### config.mk
export PLATFORM = sky130hd
export DESIGN_NAME = mdu_issue_ctrl
export DESIGN_NICKNAME = d
export VERILOG_FILES = /design/src/rtl/mdu_issue_ctrl_pkg.sv /design/src/rtl/mdu_latency_counter.sv /design/src/rtl/mdu_issue_ctrl.sv
export SDC_FILE = /design/constraint.sdc
export NUM_CORES = 1
export LEC_CHECK = 0
export ABC_AREA = 1
export CORE_UTILIZATION = 48
export CTS_CLUSTER_DIAMETER = 40
export DETAILED_ROUTE_END_ITERATION = 10
export GPL_ROUTABILITY_DRIVEN = 0
export HOLD_SLACK_MARGIN = 0.02
export PLACE_DENSITY = 0.79
export RECOVER_POWER = 100
export SLEW_MARGIN = 10
export SYNTH_ARGS = -nofsm -noshare
export SYNTH_HDL_FRONTEND = slang
export SYNTH_SLANG_ARGS = --single-unit
### constraint.sdc
create_clock -name clk -period 1.78 [get_ports clk]
set_clock_uncertainty 0.2 [all_clocks]
set_input_delay 0.356 -clock clk [delete_from_list [all_inputs] [get_ports clk]]
set_output_delay 0.356 -clock clk [all_outputs]
set_load 0.03 [all_outputs]
### src/rtl/mdu_issue_ctrl_pkg.sv
// Shared definitions for the MDU issue/writeback controller: FSM encoding,
// default latencies, register index type and small compare helpers.
package mdu_issue_ctrl_pkg;

    typedef enum logic [1:0] {
        ST_IDLE = 2'd0,
        ST_BUSY = 2'd1,
        ST_DONE = 2'd2
    } mdu_state_t;

    localparam int MDU_MUL_LAT    = 4;
    localparam int MDU_DIV_LAT    = 33;
    localparam int MDU_STARVE_LIM = 4;

    typedef logic [4:0] reg_idx_t;

    // Scoreboard compare; x0 is hardwired zero and never creates a dependency.
    function automatic logic reg_hit(input reg_idx_t a, input reg_idx_t b);
        return (a == b) && (a != 5'd0);
    endfunction

    function automatic int cnt_width(input int n);
        return (n > 1) ? $clog2(n) : 1;
    endfunction

endpackage

### src/rtl/mdu_latency_counter.sv
// Down-counter sequencing the iterative MDU: load, decrement, zero and
// "reaches zero on this decrement" flags.
module mdu_latency_counter #(
    parameter int WIDTH = 6
) (
    input  logic             clk,
    input  logic             rst,
    input  logic             i_load,
    input  logic [WIDTH-1:0] i_load_val,
    input  logic             i_dec,
    output logic             o_zero,
    output logic             o_last
);

    logic [WIDTH-1:0] r_count;

    // Count register; load has priority over decrement, never wraps below zero.
    always_ff @(posedge clk) begin
        if (rst) begin
            r_count <= {WIDTH{1'b0}};
        end else if (i_load) begin
            r_count <= i_load_val;
        end else if (i_dec && !o_zero) begin
            r_count <= r_count - WIDTH'(1);
        end else begin
            r_count <= r_count;
        end
    end

    assign o_zero = (r_count == {WIDTH{1'b0}});
    assign o_last = (r_count == WIDTH'(1));

endmodule

### src/rtl/mdu_issue_ctrl.sv
// MDU issue, pending-rd scoreboard and register-file write-port arbitration.
// Optional feature: define MDU_WB_BYPASS_EN for writeback-cycle forwarding.
module mdu_issue_ctrl
    import mdu_issue_ctrl_pkg::*;
#(
    parameter int MUL_LAT    = MDU_MUL_LAT,
    parameter int DIV_LAT    = MDU_DIV_LAT,
    parameter int STARVE_LIM = MDU_STARVE_LIM
) (
    input  logic     clk,
    input  logic     rst,
    input  logic     issue_valid_ID,
    input  logic     is_div_ID,
    input  reg_idx_t rd_ID,
    input  reg_idx_t rs1_ID,
    input  reg_idx_t rs2_ID,
    input  logic     rs1use_ID,
    input  logic     rs2use_ID,
    input  logic     flush_ID,
    input  logic     RegWrite_MEM,
    output logic     mdu_start,
    output logic     mdu_is_div,
    output logic     stall_ID,
    output logic     bubble_req,
    output logic     mdu_wb_en,
    output reg_idx_t mdu_wb_rd,
`ifdef MDU_WB_BYPASS_EN
    output logic     fwd_mdu_A,
    output logic     fwd_mdu_B,
`endif
    output logic     busy
);

    localparam int CW = cnt_width(DIV_LAT);
    localparam int SW = cnt_width(STARVE_LIM + 1);
    localparam logic [CW-1:0] MUL_LD = CW'(MUL_LAT - 1);
    localparam logic [CW-1:0] DIV_LD = CW'(DIV_LAT - 1);

    mdu_state_t      r_state;
    mdu_state_t      w_state_nxt;
    logic            r_pend_v;
    reg_idx_t        r_pend_rd;
    logic            r_is_div;
    logic            r_start;
    logic [SW-1:0]   r_starve;

    logic            w_accept;
    logic [CW-1:0]   w_ld_val;
    logic            w_ld_zero;
    logic            w_cnt_zero;
    logic            w_cnt_last;
    logic            w_wb_en;
    logic            w_starved;
    logic            w_raw_a;
    logic            w_raw_b;
    logic            w_raw_stall;
    logic            w_waw;
    logic            w_struct;
    logic            w_stall;

    assign w_ld_val  = is_div_ID ? DIV_LD : MUL_LD;
    assign w_ld_zero = (w_ld_val == {CW{1'b0}});

    assign w_raw_a  = r_pend_v & rs1use_ID & reg_hit(rs1_ID, r_pend_rd);
    assign w_raw_b  = r_pend_v & rs2use_ID & reg_hit(rs2_ID, r_pend_rd);
    assign w_waw    = r_pend_v & issue_valid_ID & reg_hit(rd_ID, r_pend_rd);
    assign w_struct = issue_valid_ID & (r_state != ST_IDLE);
    assign w_wb_en  = (r_state == ST_DONE) & ~RegWrite_MEM;
    assign w_starved = (r_state == ST_DONE) & (r_starve == SW'(STARVE_LIM));

`ifdef MDU_WB_BYPASS_EN
    // The writeback value is forwarded directly, so RAW need not wait past it.
    assign w_raw_stall = (w_raw_a | w_raw_b) & ~w_wb_en;
    assign fwd_mdu_A   = w_wb_en & w_raw_a;
    assign fwd_mdu_B   = w_wb_en & w_raw_b;
`else
    assign w_raw_stall = w_raw_a | w_raw_b;
`endif

    assign w_stall  = ~flush_ID & (w_raw_stall | w_waw | w_struct);
    assign w_accept = issue_valid_ID & ~flush_ID & ~w_stall & (r_state == ST_IDLE);

    mdu_latency_counter #(
        .WIDTH (CW)
    ) u_lat_cnt (
        .clk        (clk),
        .rst        (rst),
        .i_load     (w_accept),
        .i_load_val (w_ld_val),
        .i_dec      (r_state == ST_BUSY),
        .o_zero     (w_cnt_zero),
        .o_last     (w_cnt_last)
    );

    // State register.
    always_ff @(posedge clk) begin
        if (rst) begin
            r_state <= ST_IDLE;
        end else begin
            r_state <= w_state_nxt;
        end
    end

    // Next-state logic; a single-cycle latency skips BUSY entirely.
    always_comb begin
        w_state_nxt = r_state;
        case (r_state)
            ST_IDLE: begin
                if (w_accept) begin
                    w_state_nxt = w_ld_zero ? ST_DONE : ST_BUSY;
                end else begin
                    w_state_nxt = ST_IDLE;
                end
            end
            ST_BUSY: begin
                if (w_cnt_last || w_cnt_zero) begin
                    w_state_nxt = ST_DONE;
                end else begin
                    w_state_nxt = ST_BUSY;
                end
            end
            ST_DONE: begin
                if (!RegWrite_MEM) begin
                    w_state_nxt = ST_IDLE;
                end else begin
                    w_state_nxt = ST_DONE;
                end
            end
            default: w_state_nxt = ST_IDLE;
        endcase
    end

    // Pending-destination scoreboard, launch pulse and operation select.
    always_ff @(posedge clk) begin
        if (rst) begin
            r_pend_v  <= 1'b0;
            r_pend_rd <= 5'd0;
            r_is_div  <= 1'b0;
            r_start   <= 1'b0;
        end else begin
            r_start <= w_accept;
            if (w_accept) begin
                r_pend_v  <= (rd_ID != 5'd0);
                r_pend_rd <= rd_ID;
                r_is_div  <= is_div_ID;
            end else if (w_wb_en) begin
                r_pend_v  <= 1'b0;
            end else begin
                r_pend_v  <= r_pend_v;
            end
        end
    end

    // Starvation counter: counts DONE cycles lost to the MEM/WB stream, saturating.
    always_ff @(posedge clk) begin
        if (rst) begin
            r_starve <= {SW{1'b0}};
        end else if (r_state != ST_DONE) begin
            r_starve <= {SW{1'b0}};
        end else if (RegWrite_MEM && (r_starve != SW'(STARVE_LIM))) begin
            r_starve <= r_starve + SW'(1);
        end else begin
            r_starve <= r_starve;
        end
    end

    // Output decode.
    always_comb begin
        mdu_start  = r_start;
        mdu_is_div = r_is_div;
        stall_ID   = w_stall;
        bubble_req = w_starved;
        mdu_wb_en  = w_wb_en;
        mdu_wb_rd  = r_pend_rd;
        busy       = (r_state != ST_IDLE);
    end

endmodule
==> impl_metrics.csv <==
group,metric,value,unit
clock_network,insertion_delay,0.31,ns
place,placed_area,0.001800,sq mm
global_route,gr-usage-met3,3.955,%
final_layout,ff_latch_area,401.6,sq um
routing,firstDrtPassIters,4,
global_route,grt_start_max_net_pins,11,
critical_path,worstSetupStartpoint,"rd_ID[1]",
routing,postRouteAntennaNets,0,
final_layout,n_antenna_cell,0,
critical_path,required,1.22,ns
critical_path,timing.rr.end,"mdu_wb_rd[3]",
synthesis,synth_area_per_cell,5.945,sq um
routing,drt_iter0_drc,36,
final_layout,synthToLayoutAreaGrowth,56.64,%
critical_path,endpoint,"stall_ID",
global_route,grt_pass1_wl,5257,microns
sta,setup_slack,-0.3841,ns
status,status,"finished with violations",
place,dp_hpwl,2470,microns
floorplan,dieArea,0.002899,sq mm
status,violations,"setup timing",
critical_path,critPathSlowestCell,"dlygate4sd2_1",
critical_path,crit_arrival,1.61,ns
power,p_leak,1.043,nW
floorplan,top_level_ports,34,
floorplan,std_cell_rows,18,
global_route,grt.total_usage,25.42,%
synthesis,yosysUniqueCellTypes,22,
sta,worst_pin_slew,0.3098,ns
routing,drc,0,
sta,fin_hold_ws,0.1668,ns
global_route,grt_util_met2,43.42,%
synthesis,synth_edf_count,0,
final_layout,fin_nets,308,
sta,setup-tns-final,-1.125,ns
routing,viasPerCell,4.984,
sta,min_period,2.164,ns
sta,hold_viol,0,
clock_network,cts_tree,"built",
sta,maxClockFrequency,0.4621,GHz
critical_path,cp_common_cell,"nand2_1",
hold_path,min_path_type,"in -> reg",
place,portBuffers,33,
floorplan,die_x,53.84,microns
global_route,gr-total-overflow,0,
synthesis,ys_seq_area_share,29.49,%
clock_network,postCtsHoldBufs,0,
routing,wl_per_cell,12.18,microns
floorplan,die_h,53.84,microns
clock_network,htreeDepth,1,
critical_path,critical_path_class,"in -> out",
critical_path,ff2ff_setup_slack,-0.10,ns
synthesis,synth_area,0.001290,sq mm
routing,wl,3776,microns
routing,dr_total_vias,1545,
clock_network,cts.path.max_buffers,2,
global_route,grt_antenna_before_repair,0,
clock_network,cts_sinks,19,
synthesis,syn_nets,244,
critical_path,start_kind,"input port",
floorplan,core_area,0.002500,sq mm
power,power_density,559.6,mW/mm^2
global_route,top_usage_layer,"met2",
synthesis,ys_warn_count,0,
sta,setup_viol,13,
sta,drv_slew,0,
critical_path,path_cells,"dlygate4sd2_1 -> inv_1 -> nand2_1 -> nand2_1 -> inv_1 -> nand2_1 -> nor2_1 -> nand2_1 -> nand2_1 -> nor2_2 -> a21oi_4 -> buf_6",
sta,min_period_over_period,121.6,%
final_layout,multiInputGateArea,867.1,sq um
critical_path,r2r_start,"mdu_wb_rd[0]",
place,dp.cells,295,
synthesis,synthTopCellsByArea,"dfxtp_1, nand2_1, inv_1",
synthesis,synthFlopType,"dfxtp_1",
synthesis,yosysTopAreaCellShare,29.49,%
critical_path,cpPeakStageDelay,0.27,ns
clock_network,root_buffer,"clkbuf_4",
synthesis,synth-async-reset-ratio,0,%
sta,relSlewSlack,79.19,%
floorplan,start_util,51.60,%
critical_path,worstSetupEndpointType,"output pin",
clock_network,clkTransAtPathRegs,0.12,ns
final_layout,drive_gt1_share,28.93,%
global_route,grt_pass1_vias,1286,
run,maxCapViolations,0,
final_layout,utilization,80.83,%
clock_network,cts_buffers,3,
synthesis,ys_ff_latch,19,
synthesis,netlist_instances,217,
critical_path,reg2regPathDepth,11,
global_route,use_met1,31.81,%
final_layout,instances_no_fill,310,
critical_path,worst-path-max-fanout,3,
final_layout,final_area,0.002021,sq mm
sta,rsz0062_at_grt,"true",
synthesis,yosysTopAreaCell,"dfxtp_1",
power,ir_worst_vdd,0.0005202,V
final_layout,fillCellCount,179,
==> state kept, by name, summed over array words and instances, names as in the netlist <==
name               cells
mdu_is_div             1
mdu_start              1
mdu_wb_rd              5
r_pend_v               1
r_starve               3
r_state                2
u_lat_cnt.r_count      6
==> logic make-up (layout without fill, tap and decap cells) <==
logic type	count (synthesis)	in the layout	share of synthesized area, %
XOR/XNOR	6	6	4.074
AO/OA/AOI/OAI	21	21	8.632
buffers and inverters	39	102	11.35
AND/OR/NAND/NOR	128	128	42.58
adder cells (fa/ha/maj)	4	4	3.880
flip-flops	19	19	29.49
==> Yosys cell counts (2+ instances only) <==
library cell and count:
a21oi_1 7, dfxtp_1 19, ha_1 4, inv_1 37, inv_2 2, nand2_1 72, nand3_1 15, nand4_1 2
nor2_1 32, o21ai_0 11, xor2_1 5
==> layer usage <==
metal	routed length, microns	vias to the layer above
li1	-	798
met1	1653	682
met2	1760	52
met3	249	13
met4	113	0
met5	0	-
==> worst max-delay path, delay by kind of cell <==
| kind | cells | cell delay (ns) |
|---|---|---|
| AOI/OAI and AO/OA | 1 | 0.07 |
| and+or+nand+nor | 7 | 0.59 |
| buffers and inverters | 4 | 0.57 |
==> through the flow <==
| step | worst slack (ns) | total power, mW |
|---|---|---|
| after detailed placement | -0.5583 | 0.8592 |
| final | -0.3841 | 1.131 |
| after global routing | -0.4608 | 1.195 |
| after CTS | -0.2713 | 1.093 |
| after global placement | -0.4988 | 0.8542 |
| after floorplan | 0.02774 | 0.6919 |
==> cell type report <==
cell class                 instances  share of cell area (%)
multi-input combinational        159                   42.91
timing repair buffer              59                   26.07
clock buffer                       4                   1.300
tap                               30                   1.858
inverter                          39                   7.988
sequential                        19                   19.88
==> power by group <==
part / internal (mW) / switching (mW) / total, mW
logic: 0.187 / 0.230 / 0.417
registers: 0.452 / 0.0288 / 0.481
clock network: 0.0877 / 0.145 / 0.232
total: 0.728 / 0.403 / 1.13
==> worst min path at each step <==
stage               startpoint      endpoint  depth (start not counted)
CTS                   rd_ID[1]  mdu_wb_rd[1]                          3
finish                rd_ID[2]  mdu_wb_rd[2]                          3
floorplan                  rst    r_state[0]                          1
global placement    mdu_is_div    mdu_is_div                          2
detailed placement  mdu_is_div    mdu_is_div                          2
global route          rd_ID[2]  mdu_wb_rd[2]                          3
==> repair_timing <==
action	in CTS	in global routing
setup buffers	14	6
hold endpoints to repair	0	0
endpoints found under the setup margin	25	17
pin swaps	34	18
resized for setup	53	36
==> placed cells by master, fill, tap and decap left out, drive strengths merged, types with 3 or more instances in the layout <==
cell / instances
clkdlybuf4s50: 5
ha: 4
nand4: 3
nand3: 15
xor2: 5
dfxtp: 19
buf: 29
nand2: 73
a21oi: 7
o21ai: 13
inv: 39
dlygate4sd2: 20
nor2: 33
clkbuf: 6
Power figures use the tool's default switching activity.
